## src/rtl/score_rx.sv

```systemverilog
// rtl/score_rx.sv - UART 8N1 receiver with two-byte (header, score) packet parser.
// Holds the last well-formed opponent score and pulses score_valid on every update.
module score_rx #(
  parameter int          CLKS_PER_BIT = 6771,
  parameter logic [7:0]  HEADER       = 8'hA5
) (
  input  logic       clk,
  input  logic       rst,
  input  logic       rx,
  output logic [6:0] op_score,
  output logic       score_valid,
  output logic       frame_err
);

  localparam int CNT_W = $clog2(CLKS_PER_BIT);
  localparam logic [CNT_W-1:0] HALF_M1 = CNT_W'(CLKS_PER_BIT / 2 - 1);
  localparam logic [CNT_W-1:0] FULL_M1 = CNT_W'(CLKS_PER_BIT - 1);

  typedef enum logic [2:0] {IDLE, START, DATA, STOP, BREAK} bit_state_t;
  typedef enum logic       {P_HDR, P_DATA} pkt_state_t;

  logic             rx_meta, rxs;
  bit_state_t       state, state_n;
  logic [CNT_W-1:0] cnt, cnt_n;
  logic [2:0]       bit_idx, bit_idx_n;
  logic [7:0]       sr, sr_n;
  logic             byte_done, byte_done_n, frame_err_n;
  pkt_state_t       pstate, pstate_n;
  logic [6:0]       op_score_n;
  logic             score_valid_n;

  // Idle-high reset value keeps a reset release from looking like a start bit.
  always_ff @(posedge clk) begin
    if (rst) begin
      rx_meta <= 1'b1;
      rxs     <= 1'b1;
    end else begin
      rx_meta <= rx;
      rxs     <= rx_meta;
    end
  end

  always_ff @(posedge clk) begin
    if (rst) begin
      state     <= IDLE;
      cnt       <= '0;
      bit_idx   <= '0;
      sr        <= '0;
      byte_done <= 1'b0;
      frame_err <= 1'b0;
    end else begin
      state     <= state_n;
      cnt       <= cnt_n;
      bit_idx   <= bit_idx_n;
      sr        <= sr_n;
      byte_done <= byte_done_n;
      frame_err <= frame_err_n;
    end
  end

  always_comb begin
    state_n     = state;
    cnt_n       = cnt + 1'b1;
    bit_idx_n   = bit_idx;
    sr_n        = sr;
    byte_done_n = 1'b0;
    frame_err_n = 1'b0;
    case (state)
      IDLE: begin
        cnt_n = '0;
        if (!rxs) state_n = START;
      end
      START: begin
        if (cnt == HALF_M1) begin
          cnt_n = '0;
          if (rxs) begin
            state_n = IDLE;
          end else begin
            state_n   = DATA;
            bit_idx_n = '0;
          end
        end
      end
      DATA: begin
        if (cnt == FULL_M1) begin
          cnt_n     = '0;
          sr_n      = {rxs, sr[7:1]};
          bit_idx_n = bit_idx + 1'b1;
          if (bit_idx == 3'd7) state_n = STOP;
        end
      end
      STOP: begin
        if (cnt == FULL_M1) begin
          cnt_n = '0;
          if (rxs) begin
            byte_done_n = 1'b1;
            state_n     = IDLE;
          end else begin
            frame_err_n = 1'b1;
            state_n     = BREAK;
          end
        end
      end
      BREAK: begin
        // A line held low must return high before another start is accepted.
        cnt_n = '0;
        if (rxs) state_n = IDLE;
      end
      default: begin
        cnt_n   = '0;
        state_n = IDLE;
      end
    endcase
  end

  always_ff @(posedge clk) begin
    if (rst) begin
      pstate      <= P_HDR;
      op_score    <= '0;
      score_valid <= 1'b0;
    end else begin
      pstate      <= pstate_n;
      op_score    <= op_score_n;
      score_valid <= score_valid_n;
    end
  end

  always_comb begin
    pstate_n      = pstate;
    op_score_n    = op_score;
    score_valid_n = 1'b0;
    if (frame_err) begin
      pstate_n = P_HDR;
    end else if (byte_done) begin
      case (pstate)
        P_HDR: begin
          if (sr == HEADER) pstate_n = P_DATA;
        end
        P_DATA: begin
          if (!sr[7]) begin
            op_score_n    = sr[6:0];
            score_valid_n = 1'b1;
            pstate_n      = P_HDR;
          end else if (sr == HEADER) begin
            pstate_n = P_DATA;
          end else begin
            pstate_n = P_HDR;
          end
        end
        default: pstate_n = P_HDR;
      endcase
    end
  end

endmodule

```

## config.mk

```make
export PLATFORM = sky130hd
export DESIGN_NAME = score_rx
export DESIGN_NICKNAME = d
export VERILOG_FILES = /design/src/rtl/score_rx.sv
export SDC_FILE = /design/constraint.sdc
export NUM_CORES = 1
export LEC_CHECK = 0
export CORE_ASPECT_RATIO = 2
export CORE_MARGIN = 2
export CORE_UTILIZATION = 35
export CTS_BUF_LIST = sky130_fd_sc_hd__clkbuf_2
export CTS_CLUSTER_SIZE = 16
export DETAILED_ROUTE_END_ITERATION = 6
export PLACE_DENSITY = 0.54
export SLEW_MARGIN = 10
export SYNTH_ARGS = -nofsm -noshare
export SYNTH_HDL_FRONTEND = slang
export SYNTH_SLANG_ARGS = --single-unit
```

## constraint.sdc

```tcl
create_clock -name clk -period 2.5 [get_ports clk]
set_input_delay 0.375 -clock clk [delete_from_list [all_inputs] [get_ports clk]]
set_output_delay 0.375 -clock clk [all_outputs]
set_load 0.02 [all_outputs]
```

==> results of run 1 <==
==> flip-flops by register name, indices dropped and copies added (netlist names) <==
signal and flops:
bit_idx 3, byte_done 1, cnt 13, frame_err 1
op_score 7, pstate 1, rx_meta 1, rxs 1
score_valid 1, sr 8, state 3
==> cells by family after synthesis <==
logic type      Yosys count
buf+inv                  16
simple gates             90
flops                    40
compound gates           30
fa+ha+maj                 5
xor+xnor                 11
mux                       8
==> per-stage QoR <==
step / cell area (µm²) / std cells / utilization (%) / setup slack [ns] / hold WS, ns
after floorplan: 1818 / 200 / - / 0.4788 / 0.3895
after global placement: 1991 / 262 / 39.09 / 0.4217 / 0.3930
after detailed placement: 1991 / 262 / 39.09 / 0.3844 / 0.3970
after CTS: 2056 / 270 / 40.37 / 0.3488 / 0.4427
after global routing: 2056 / 270 / 40.37 / 0.1910 / 0.4868
final: 2056 / 270 / 40.37 / 0.3554 / 0.4368
==> synth_stat cells, types with 2 or more instances <==
cell type  count  area [µm²]
clkbuf_1      10       37.54
nand2_1       13       48.80
dfxtp_1       40       800.8
or2_2          3       18.77
nor3_1         7       35.03
or4b_1         3       30.03
mux2i_1        8       80.08
ha_1           5       62.56
a21oi_1       24       120.1
inv_1          3       11.26
nor2_1        12       45.04
nand3_1       19       95.09
xnor2_1        7       61.31
nand4_1        5       31.28
nor3b_1        2       15.01
a31oi_1        2       12.51
nor4bb_1       6       60.06
nand4b_1       2       17.52
xor2_1         4       35.03
nand2b_1       2       12.51
and4_1         2       17.52
nor4_1         2       12.51
nor4b_1        2       17.52
nor2b_1        3       18.77
==> worst min path at each step <==
stage,end,depth (start not counted)
after floorplan,rxs$_SDFF_PP1_,1
after global placement,rxs$_SDFF_PP1_,1
final,rxs$_SDFF_PP1_,1
after global routing,rxs$_SDFF_PP1_,1
after CTS,rxs$_SDFF_PP1_,1
after detailed placement,rxs$_SDFF_PP1_,1
==> layout make-up <==
| class | instances | area [µm²] |
|---|---|---|
| timing repair buffer | 17 | 155.1 |
| tap | 58 | 72.57 |
| multi-input combinational | 144 | 950.9 |
| clock inverter | 2 | 35.03 |
| fill | 537 | 3037 |
| sequential | 40 | 800.8 |
| clock buffer | 6 | 30.03 |
| inverter | 3 | 11.26 |
==> critical path: cells and delay by family, from the launching register on <==
kind	cells	cell delay, ns
simple gates	3	1.03
compound gates	1	0.42
flops	1	0.40
fa+ha+maj	1	0.18
buf+inv	1	0.09
==> layer usage <==
| metal | share of wire, % | up-vias |
|---|---|---|
| li1 | - | 744 |
| met1 | 38 | 707 |
| met2 | 58 | 20 |
| met3 | 2.2 | 9 |
| met4 | 2.5 | 0 |
| met5 | 0 | - |
==> power breakdown <==
group	internal (mW)	total [mW]	switching (mW)
clock	0.172	0.387	0.215
combinational	0.0240	0.0612	0.0372
sequential	0.647	0.658	0.0116
==> flow_summary_export.csv, run 1 <==
group,metric,value,unit
cells_and_area,n_antenna_cell,0,
clocking,cts.path.max_buffers,2,
clocking,cts_sinks,40,
cells_and_area,layout_common_cells,"dfxtp_1 (40), a21oi_1 (24), nand3_1 (19), nand2_1 (13), nor2_1 (12)",
grt,busiest_layer,"met2",
floorplanning,core,5092,µm²
clocking,ctsResizeCount,0,
worst_setup_path,critical_path.max_fanout,6,
worst_setup_path,r2r-start,"cnt[0]$_SDFF_PP0_",
place,dp_hpwl,3.012,mm
clocking,cts_buffers,5,
grt,first_global_vias,1404,
grt,grtUsageMet3,2.809,%
drt,avgRoutedWirePerCell,15.05,µm
power_and_ir_drop,peakVddDrop,0.3448,mV
floorplanning,die_w,54.96,µm
drt,drt_iter0_drc,21,
drt,drt-total-wl,4.064,mm
grt,grt_use_met2,28.49,%
place,gp_congestion,0.7655,
worst_setup_path,cpMaxStageDelayCell,"or4_4",
drt,dr_total_vias,1480,
drt,vias_per_cell,5.481,
logic_synthesis,synth-main-ff-cell,"dfxtp_1",
grt,track_usage,15.50,%
clocking,clk_latency,0.39,ns
worst_setup_path,end_kind,"flop",
grt,grt_pass1_wl,6.603,mm
grt,antenna_found_initial,0,
worst_setup_path,reg2reg_depth,6,
floorplanning,rows,37,
clocking,cts_tree,"built",
cells_and_area,layout_commonest_cell,"dfxtp_1",
worst_setup_path,crit_type,"flop to flop",
min_path,worstHoldStart,"rx_meta$_SDFF_PP1_",
drt,drc,0,
logic_synthesis,synthXorXnorAreaFrac,5.299,%
sta,period_share,85.78,%
logic_synthesis,synth_top_family_by_area,"simple AND/OR/NAND/NOR gates",
logic_synthesis,synth_mux_area_share,4.405,%
worst_setup_path,ff2ff_setup_slack,0.36,ns
min_path,hp-class,"flop to flop",
sta,post-route-min-period,2.145,ns
place,portBuffers,11,
drt,final_antenna_net_count,0,
power_and_ir_drop,p_leak,0.6362,nW
logic_synthesis,syn_inst,200,
worst_setup_path,reg2reg_to,"state[1]$_SDFFE_PP0P_",
logic_synthesis,syn_area_per_cell,9.090,µm²
worst_setup_path,critPathLaunch,"cnt[0]$_SDFF_PP0_",
sta,maxSlewHeadroom,63.22,%
worst_setup_path,arrival,2.48,ns
sta,finalSetupViolCount,0,
cells_and_area,synthToLayoutAreaGrowth,13.08,%
sta,worst_pin_slew,0.5500,ns
worst_setup_path,max_stage_delay,0.52,ns
worst_setup_path,crit_path_end,"state[1]$_SDFFE_PP0P_",
clocking,post_cts_buffers,0,
logic_synthesis,async_reset_ff_share,0,%
flow_run,drv_cap,0,
floorplanning,die_area,5822,µm²
worst_setup_path,critPathLaunchType,"flop",
logic_synthesis,yosys_warnings,0,
worst_setup_path,crit_path_cell_trace,"inv_1, ha_1, or4b_1, or4_4, a2111o_1, nand3_1",
sta,hold_viol_final,0,
logic_synthesis,seq_area_frac_synth,44.05,%
cells_and_area,layout.nets,219,
floorplanning,ios,12,
floorplanning,start_util,35.70,%
sta,drv_slew,0,
grt,grt_overflow,0,
worst_setup_path,worstPathRequired,2.84,ns
grt,grt.met1_usage,15.38,%
logic_synthesis,synthAdderAreaFrac,3.441,%
grt,grt_max_degree,23,
logic_synthesis,netlist-cell-type-count,38,
status,status,"complete, no violations",
floorplanning,die_h,105.9,µm
power_and_ir_drop,total_power,1.107,mW
sta,rsz0062_at_grt,"false",
power_and_ir_drop,power.density,538.3,nW/µm²
drt,first_pass_iters,6,
logic_synthesis,synth-edff-count,0,
sta,finalSetupTns,0,ns
clocking,clk_pin_slew,0.20,ns
clocking,hold_buffers,0,
logic_synthesis,synth_compound_area_share,9.016,%
logic_synthesis,yosys.area_share.simple,29.80,%
logic_synthesis,syn_nets,208,
cells_and_area,layout-drive-gt1-share,9.434,%
logic_synthesis,syn_area,1818,µm²
clocking,cts.htree.levels,2,
logic_synthesis,ys_ff_latch,40,
clocking,cts-root-buf,"clkbuf_2",
sta,max_freq,466.3,MHz
sta,clock_skew,0.01899,ns
(Power assumes the default switching activity.)
==> inputs of run 2 (changes only) <==
==> constraint.sdc (replaced) <==
create_clock -name clk -period 2.5 [get_ports clk]
set_input_delay 0.75 -clock clk [delete_from_list [all_inputs] [get_ports clk]]
set_output_delay 0.75 -clock clk [all_outputs]
set_load 0.02 [all_outputs]
==> run 2 against run 1 <==
  * Global-route usage up 0.050 points
  * Sequential share of layout area fell by 0.14 points
  * Clock-buffer cell count is the same
  * Flip-flop and latch count unchanged
  * Clock skew up 0.0021 ns
==> flow_summary_export.csv, run 2 (synthesized netlist as in run 1, its figures left out) <==
group,metric,value,unit
cells_and_area,largest_reg_flops,13,
sta,finalSetupViolCount,0,
clocking,clk_pin_slew,0.21,ns
sta,clock_skew,0.02107,ns
clocking,cts.htree.levels,2,
min_path,hp-class,"flop to flop",
worst_setup_path,crit_type,"flop to flop",
cells_and_area,regMostFlops,"cnt",
sta,post-route-min-period,2.216,ns
sta,period_share,88.62,%
floorplanning,die_area,5822,µm²
sta,finalSetupTns,0,ns
power_and_ir_drop,clkPwrFrac,34.5,%
place,gp_congestion,0.8065,
cells_and_area,seq_area,800.8,µm²
grt,track_usage,15.55,%
clocking,hold_buffers,0,
drt,final_antenna_net_count,0,
place,portBuffers,11,
worst_setup_path,critPathLaunchType,"flop",
power_and_ir_drop,peakVddDrop,0.3610,mV
floorplanning,core,5092,µm²
place,dp_hpwl,3.101,mm
sta,hold_viol_final,0,
place,placed_cells,263,
worst_setup_path,critical_path.max_fanout,6,
clocking,cts-root-buf,"clkbuf_2",
worst_setup_path,crit_path_cell_trace,"ha_1, or4b_1, or4_4, a2111o_1, nand3_1",
grt,grt_max_degree,26,
clocking,cts.path.max_buffers,2,
clocking,ctsResizeCount,0,
cells_and_area,synthToLayoutAreaGrowth,13.49,%
cells_and_area,n_antenna_cell,0,
power_and_ir_drop,switching_share,23.20,%
cells_and_area,final_util,40.52,%
sta,drv_slew,0,
status,status,"complete, no violations",
clocking,cts_sinks,40,
cells_and_area,reg.largest.list,"cnt (13), sr (8), op_score (7)",
drt,dr_total_vias,1490,
worst_setup_path,cpMaxStageDelayCell,"or4_4",
worst_setup_path,worstPathRequired,2.85,ns
cells_and_area,layout-drive-gt1-share,9.859,%
sta,rsz0062_at_grt,"false",
cells_and_area,layout.nets,220,
power_and_ir_drop,total_power,1.101,mW
sta,max_freq,451.3,MHz
drt,avgRoutedWirePerCell,15.04,µm
clocking,clk_latency,0.39,ns
cells_and_area,layout_common_cells,"dfxtp_1 (40), a21oi_1 (24), nand3_1 (19), nand2_1 (13), nor2_1 (12)",
cells_and_area,layout_commonest_cell,"dfxtp_1",
drt,drt_iter0_drc,35,
drt,first_pass_iters,4,
worst_setup_path,arrival,2.56,ns
worst_setup_path,max_stage_delay,0.53,ns
clocking,post_cts_buffers,0,
floorplanning,rows,37,
flow_run,drv_cap,0,
grt,first_global_vias,1470,
power_and_ir_drop,power_frac_comb,6.1,%
floorplanning,die_h,105.9,µm
worst_setup_path,end_kind,"flop",
cells_and_area,multiInputGateArea,950.9,µm²
cells_and_area,fillCellCount,548,
power_and_ir_drop,p_leak,0.6415,nW
clocking,cts_buffers,5,
grt,antenna_found_initial,0,
sta,worst_pin_slew,0.5462,ns
floorplanning,die_w,54.96,µm
power_and_ir_drop,p_sw,0.2554,mW
drt,drc,0,
power_and_ir_drop,power.density,533.7,nW/µm²
grt,grt_pass1_wl,6.644,mm
power_and_ir_drop,internal-power,0.8457,mW
sta,maxSlewHeadroom,63.07,%
drt,drt-total-wl,4.076,mm
clocking,cts_tree,"built",
drt,vias_per_cell,5.498,
power_and_ir_drop,seqPwrFrac,59.4,%
cells_and_area,final_cells,271,
floorplanning,ios,12,
floorplanning,start_util,35.70,%
grt,grt_overflow,0,
run 2: changes by cell type in the layout (fill, tap and decap cells not counted):
cell / before / now
buf_4: 6 / 7
run 2: layout make-up:
cell class	count	share of cell area, %
inverter	3	0.5458
clock buffer	6	1.455
sequential	40	38.81
timing repair buffer	18	7.884
clock inverter	2	1.698
multi-input combinational	144	46.09
tap	58	3.517
run 2: worst max-delay path: cells and delay by family (launching register included):
kind,cells,cell delay (ns)
AND/OR/NAND/NOR,3,1.06
adder cells (fa/ha/maj),1,0.22
flip-flops,1,0.45
AO/OA/AOI/OAI,1,0.46
run 2: power by group through the flow:
stage | clock (mW) | sequential [mW] | combinational [mW]
floorplan | 0 | 0.666 | 0.0457
global placement | 0 | 0.667 | 0.0676
detailed placement | 0 | 0.667 | 0.0674
CTS | 0.396 | 0.655 | 0.0676
global route | 0.415 | 0.656 | 0.0750
finish | 0.380 | 0.655 | 0.0666
run 2: stage by stage:
step,setup slack (ns),instance area [µm²],hold WS (ns)
floorplan,0.4788,1818,0.3895
global placement,0.2544,1998,0.3946
detailed placement,0.2311,1998,0.3989
CTS,0.2390,2063,0.4352
global route,0.1622,2063,0.4424
finish,0.2844,2063,0.4088
run 2: worst paths after layout:
check | from | cells past startpoint | end | slack (ns)
max | cnt[1]$_SDFF_PP0_ | 5 | state[1]$_SDFFE_PP0P_ | 0.28
min | rx_meta$_SDFF_PP1_ | 1 | rxs$_SDFF_PP1_ | 0.41
max reg2reg | cnt[1]$_SDFF_PP0_ | 5 | state[1]$_SDFFE_PP0P_ | 0.28
min reg2reg | rx_meta$_SDFF_PP1_ | 1 | rxs$_SDFF_PP1_ | 0.41
run 2: per-layer routing:
layer	wire length, µm	track usage, %	vias to the layer above	part of all wire, %
li1	-	-	737	-
met1	1493	14.39	713	37
met2	2312	28.66	26	57
met3	83	2.949	14	2.0
met4	187	9.059	0	4.6
met5	0	0	-	0
